**config.mk**
```make
export PLATFORM = sky130hd
export DESIGN_NAME = bullet_manager
export DESIGN_NICKNAME = d
export VERILOG_FILES = /design/src/rtl/bullet_manager.sv
export SDC_FILE = /design/constraint.sdc
export NUM_CORES = 1
export LEC_CHECK = 0
export CAP_MARGIN = 20
export CORE_MARGIN = 1
export CORE_UTILIZATION = 45
export DETAILED_ROUTE_END_ITERATION = 6
export DONT_BUFFER_PORTS = 1
export GPL_ROUTABILITY_DRIVEN = 1
export SLEW_MARGIN = 10
export SYNTH_ARGS = -nofsm -noshare
export SYNTH_HDL_FRONTEND = slang
export SYNTH_SLANG_ARGS = --single-unit
```
**constraint.sdc**
```tcl
create_clock -name frame_clk -period 13.6 [get_ports frame_clk]
set_input_delay 2.72 -clock frame_clk [delete_from_list [all_inputs] [get_ports frame_clk]]
set_output_delay 2.72 -clock frame_clk [all_outputs]
set_load 0.1 [all_outputs]
```
**src/rtl/bullet_manager.sv**
```systemverilog
// Per-player bullet pool: spawns on fire edges, moves bullets in 1/8-pixel fixed point,
// bounces them off screen edges and maze walls, and reports hits on the opposing tank.
module bullet_manager #(
  parameter int NUM_BULLETS  = 4,
  parameter int BULLET_SPEED = 32,
  parameter int LIFETIME     = 300,
  parameter int COOLDOWN     = 15,
  parameter int X_MAX        = 639,
  parameter int Y_MAX        = 479
) (
  input  logic                      frame_clk,
  input  logic                      Reset,
  input  logic [1:0]                game_end,
  input  logic                      ShootBullet,
  input  logic [7:0]                sin,
  input  logic [7:0]                cos,
  input  logic [9:0]                TankX,
  input  logic [9:0]                TankY,
  input  logic [9:0]                OppX,
  input  logic [9:0]                OppY,
  input  logic [9:0]                OppS,
  input  logic [NUM_BULLETS-1:0]    wall_flip_x,
  input  logic [NUM_BULLETS-1:0]    wall_flip_y,
  output logic [NUM_BULLETS-1:0]    bullet_active,
  output logic [10*NUM_BULLETS-1:0] bullet_x,
  output logic [10*NUM_BULLETS-1:0] bullet_y,
  output logic                      hit,
  output logic [2:0]                hit_slot
);

  localparam int LW = $clog2(LIFETIME + 2);
  localparam int CW = $clog2(COOLDOWN + 2);
  localparam logic [10:0] X_LIM = 11'(X_MAX);
  localparam logic [10:0] Y_LIM = 11'(Y_MAX);

  logic                   shoot_prev_reg;
  logic [CW-1:0]          cooldown_reg;
  logic                   hit_reg;
  logic [2:0]             hit_slot_reg;
  logic [NUM_BULLETS-1:0] active_vec;
  logic [NUM_BULLETS-1:0] hit_vec;
  logic                   clear;
  logic                   accept;
  logic [2:0]             spawn_idx;
  logic [2:0]             hit_idx;
  logic [19:0]            prod_x, prod_y;
  logic [12:0]            mag_x, mag_y;
  logic signed [12:0]     vx_spawn, vy_spawn;

  assign clear = Reset || (game_end != 2'b00);

  always_comb begin
    accept    = ShootBullet && !shoot_prev_reg && (cooldown_reg == '0) && !(&active_vec);
    spawn_idx = 3'd0;
    hit_idx   = 3'd0;
    for (int i = NUM_BULLETS - 1; i >= 0; i--) begin
      if (!active_vec[i]) spawn_idx = 3'(i);
      if (hit_vec[i])     hit_idx   = 3'(i);
    end
    prod_x   = 20'(BULLET_SPEED) * {13'd0, cos[6:0]};
    prod_y   = 20'(BULLET_SPEED) * {13'd0, sin[6:0]};
    mag_x    = prod_x[19:7];
    mag_y    = prod_y[19:7];
    vx_spawn = cos[7] ? -$signed(mag_x) : $signed(mag_x);
    // Screen y grows downward, so a positive sine moves the bullet up.
    vy_spawn = sin[7] ? $signed(mag_y) : -$signed(mag_y);
  end

  always_ff @(posedge frame_clk) begin
    if (Reset) begin
      shoot_prev_reg <= 1'b0;
      cooldown_reg   <= '0;
      hit_reg        <= 1'b0;
      hit_slot_reg   <= 3'd0;
    end else begin
      shoot_prev_reg <= ShootBullet;
      if (clear) begin
        cooldown_reg <= '0;
        hit_reg      <= 1'b0;
        hit_slot_reg <= 3'd0;
      end else begin
        hit_reg      <= |hit_vec;
        hit_slot_reg <= hit_idx;
        if (accept)                  cooldown_reg <= CW'(COOLDOWN);
        else if (cooldown_reg != '0) cooldown_reg <= cooldown_reg - CW'(1);
      end
    end
  end

  genvar gi;
  generate
    for (gi = 0; gi < NUM_BULLETS; gi++) begin : g_slot
      logic               active_reg;
      logic [12:0]        x_reg, y_reg;
      logic signed [12:0] vx_reg, vy_reg;
      logic [LW-1:0]      life_reg;
      logic signed [10:0] dx, dy;
      logic [10:0]        adx, ady;
      logic signed [12:0] vx_eff, vy_eff;
      logic signed [13:0] nx, ny;
      logic               x_out, y_out, hit_s;

      always_comb begin
        dx     = $signed({1'b0, x_reg[12:3]}) - $signed({1'b0, OppX});
        dy     = $signed({1'b0, y_reg[12:3]}) - $signed({1'b0, OppY});
        adx    = dx[10] ? -dx : dx;
        ady    = dy[10] ? -dy : dy;
        hit_s  = active_reg && (adx <= {1'b0, OppS}) && (ady <= {1'b0, OppS});
        vx_eff = wall_flip_x[gi] ? -vx_reg : vx_reg;
        vy_eff = wall_flip_y[gi] ? -vy_reg : vy_reg;
        nx     = $signed({1'b0, x_reg}) + $signed({vx_eff[12], vx_eff});
        ny     = $signed({1'b0, y_reg}) + $signed({vy_eff[12], vy_eff});
        x_out  = nx[13] || (nx[13:3] > X_LIM);
        y_out  = ny[13] || (ny[13:3] > Y_LIM);
      end

      always_ff @(posedge frame_clk) begin
        if (clear) begin
          active_reg <= 1'b0;
          x_reg      <= '0;
          y_reg      <= '0;
          vx_reg     <= '0;
          vy_reg     <= '0;
          life_reg   <= '0;
        end else if (active_reg) begin
          // Hit and expiry free the slot but leave its last position visible.
          if (hit_s || life_reg == LW'(1)) begin
            active_reg <= 1'b0;
          end else begin
            life_reg <= life_reg - LW'(1);
            if (x_out) vx_reg <= -vx_eff;
            else begin
              vx_reg <= vx_eff;
              x_reg  <= nx[12:0];
            end
            if (y_out) vy_reg <= -vy_eff;
            else begin
              vy_reg <= vy_eff;
              y_reg  <= ny[12:0];
            end
          end
        end else if (accept && spawn_idx == 3'(gi)) begin
          active_reg <= 1'b1;
          x_reg      <= {TankX, 3'b000};
          y_reg      <= {TankY, 3'b000};
          vx_reg     <= vx_spawn;
          vy_reg     <= vy_spawn;
          life_reg   <= LW'(LIFETIME);
        end
      end

      assign active_vec[gi]          = active_reg;
      assign hit_vec[gi]             = hit_s;
      assign bullet_x[10*gi +: 10]   = x_reg[12:3];
      assign bullet_y[10*gi +: 10]   = y_reg[12:3];
    end
  endgenerate

  assign bullet_active = active_vec;
  assign hit           = hit_reg;
  assign hit_slot      = hit_slot_reg;

endmodule
```
==> results.yml <==
logic_synthesis:
  synthAdderAreaFrac: 0.1450
  syn-num-nets: 4131
  synth-seq-cells: 257
  synth_xor_area_frac: 0.1128
  synth_mux_area_frac: 0.02703
  ys.flop_type: "dfxtp_1"
  synth.distinct_cells: 92
  synthSimpleGateAreaFrac: 0.2012
  syn_area_um2: 28190
  yosys_warnings: 0
  synth_compound_area_frac: 0.2608
  yosysSeqAreaShare: 0.1825
  synth_top_family_by_area: "compound AO/OA/AOI/OAI gates"
  synth_edf_count: 0
  async_flop_share: 0
  synth.avg_cell_area_um2: 7.547
  synthCells: 3735
clock_network:
  cts.path.max_buffers: 3
  clk_pin_slew_ps: 60
  cts_buffers: 31
  clk_latency_ps: 610
  cts_sinks: 257
  cts_tree: "done"
  cts_hold_buf: 0
  post_cts_resized: 0
  cts_setup_buffers: 0
  htreeDepth: 1
  cts_root_buf: "clkbuf_16"
die:
  core_um2: 61830
  die_area_um2: 63650
  fp.dieH_um: 252.3
  initial_core_util: 0.4559
  rows: 91
  fp.dieW_um: 252.3
  ioPinCount: 167
drt:
  vias_per_cell: 5.990
  vias: 27050
  post_drt_wl_per_cell_um: 21.06
  drc: 0
  drtAntennaViolNets: 0
  firstDrtPassIters: 5
  finalWirelength_mm: 95.10
  drt_iter0_markers: 2210
timing:
  rsz0062_at_grt: "false"
  setup_tns_ps: 0
  finalCritPeriodShare: 0.6604
  tightestPinTransition_ps: 1191
  finalHoldViolations: 0
  max_freq_mhz: 111.3
  skew_ps: 23.90
  slew_viol_final: 0
  setup_slack_ps: 4618
  setup_viol: 0
  whs_ps: 457.9
  slew-limit-headroom: 0.2047
  fin_crit_ps: 8982
place:
  place_ws_ps: 3965
  gp_congestion: 0.9743
  place_area_um2: 28900
  numPortBuffers: 0
  dp_hpwl_mm: 73.64
worst_setup_path:
  path_cells: "inv_1 -> ha_1 -> nor2b_1 -> o2111a_1 -> or3_1 -> a2111oi_0 -> o211ai_1 -> nor2b_1 -> xor2_1 -> ha_1 -> a21o_1 -> a211o_1 -> a2111oi_0 -> buf_1 -> o221ai_1 -> a41oi_1 -> a21o_1 -> nand2_1 -> o221a_2"
  critical_path.n_buffers_inverters: 2
  required_ps: 14090
  worst_setup_path_start_kind: "input port"
  critical-path-top-delay-family: "compound AO/OA/AOI/OAI gates"
  crit_slowest_cell: "a41oi_1"
  cp_max_fo: 25
  cp_slowest_stage_delay_ps: 900
  cp.arrival_ps: 9470
  setup.worst_path.class: "in2reg"
  endpoint_kind: "flip-flop"
finish:
  seq_area_um2: 5160
  final_area_um2: 29980
  layout-drive-gt1-share: 0.06306
  fill_cells: 6237
  multi_input_area_um2: 21110
  diodes: 0
  synthToLayoutAreaGrowth_pct: 6.339
  final_nets: 4050
global_routing:
  grt_antenna_before_repair: 3
  grt_pass1_wl_mm: 144.0
  overflow: 0
  grt_usage: 0.2904
  grt_pass1_vias: 23820
  grt_max_degree: 79
status:
  outcome: "completed"
power_and_ir_drop:
  ir_drop_v: 0.00007408
  power.density_nw_per_um2: 70.97
  p_leak_nw: 12.99
worst_hold_path:
  hold_class: "reg2reg"
job:
  maxCapViolations: 0
-- worst paths after layout --
kind,endpoint,slack [ps],startpoint,cells past startpoint
setup / recovery,g_slot[3].vy_reg[11],4620,OppY[1],19
hold reg to reg,g_slot[3].x_reg[0],460,g_slot[3].x_reg[0],2
setup reg to reg,g_slot[3].vy_reg[11],6440,g_slot[3].y_reg[4],19
hold / removal,g_slot[3].x_reg[0],460,g_slot[3].x_reg[0],2
-- logic make-up (layout without fill, tap and decap cells) --
kind of cell    Yosys count  after routing
xor+xnor                363            363
fa+ha+maj               317            317
flops                   257            257
buf+inv                 436            380
simple gates           1172           1172
mux                      75             75
other cells               1              1
compound gates         1114           1114
-- tightest hold or removal path, stage by stage (launching register included) --
cell and delay, ps:
dfxtp_1 310, nand2_1 50, a21oi_1 50
-- per-layer routing --
layer | wire [µm] | GRT usage
met5 | 19 | 0
met2 | 40060 | 0.4466
met1 | 44850 | 0.4155
met4 | 2515 | 0.07255
met3 | 7660 | 0.05118
-- where the power goes --
group / switching, mW / internal, mW / leakage [nW]
registers: 0.00846 / 0.758 / 2.08
logic: 0.307 / 0.183 / 10.4
clock network: 0.360 / 0.511 / 0.530
-- cell usage after synthesis (all sizes together), types with 14 or more instances --
cell type  number  area share
and3           17      0.0038
ha            301        0.13
mux2i          66       0.023
fa             16       0.011
a31oi          52       0.012
nand3         112       0.020
o21bai         16      0.0043
and2           16      0.0036
a311oi         14      0.0044
o21ai         219       0.040
o41ai          20      0.0065
a211oi        151       0.041
o21a           52       0.014
or3            55       0.012
nand2b         53       0.012
clkbuf        120       0.016
nor4           30      0.0069
nand4          22      0.0049
a21oi         282       0.050
dfxtp         257        0.18
nor2b          47       0.010
nor2          372       0.050
or4            28      0.0075
o211ai         27      0.0072
xor2          141       0.044
nor3          147       0.026
nand2         220       0.029
or2            16      0.0036
o31ai          62       0.017
a21o           59       0.016
xnor2         222       0.069
inv           219       0.029
o2111ai        14      0.0044
buf            97       0.025
-- metrics by stage --
stage                     instances  utilization  power, mW
after floorplan                3735            -      1.157
after global placement         4456       0.4673      1.262
after detailed placement       4457       0.4674      1.265
after CTS                      4515       0.4847      2.136
after global routing           4516       0.4848      2.222
final                          4516       0.4848      2.127
-- cells in the final DEF (no fill, tap or decap), types with 29 or more instances in the layout --
cell	instances
clkbuf_16	32
o21a_1	52
nand3_1	112
mux2i_1	66
dfxtp_1	253
nand2b_1	53
o21ai_0	208
ha_1	301
nor2_1	369
xnor2_1	222
inv_1	219
nand2_1	218
nor3_1	145
a21o_1	59
nor2b_1	47
buf_4	101
a31oi_1	52
or3_1	54
xor2_1	141
nor4_1	29
a211oi_1	146
a21oi_1	281
o31ai_1	61
-- layout make-up --
| cell class | instances | area share |
|---|---|---|
| multi-input cells | 3042 | 0.7041 |
| inverters | 219 | 0.02742 |
| well taps | 837 | 0.03494 |
| repair buffers | 103 | 0.02580 |
| clock inverters | 15 | 0.004800 |
| clock buffers | 43 | 0.03076 |
| flip-flops and latches | 257 | 0.1721 |
No activity file was read; power rests on OpenSTA's default activity.
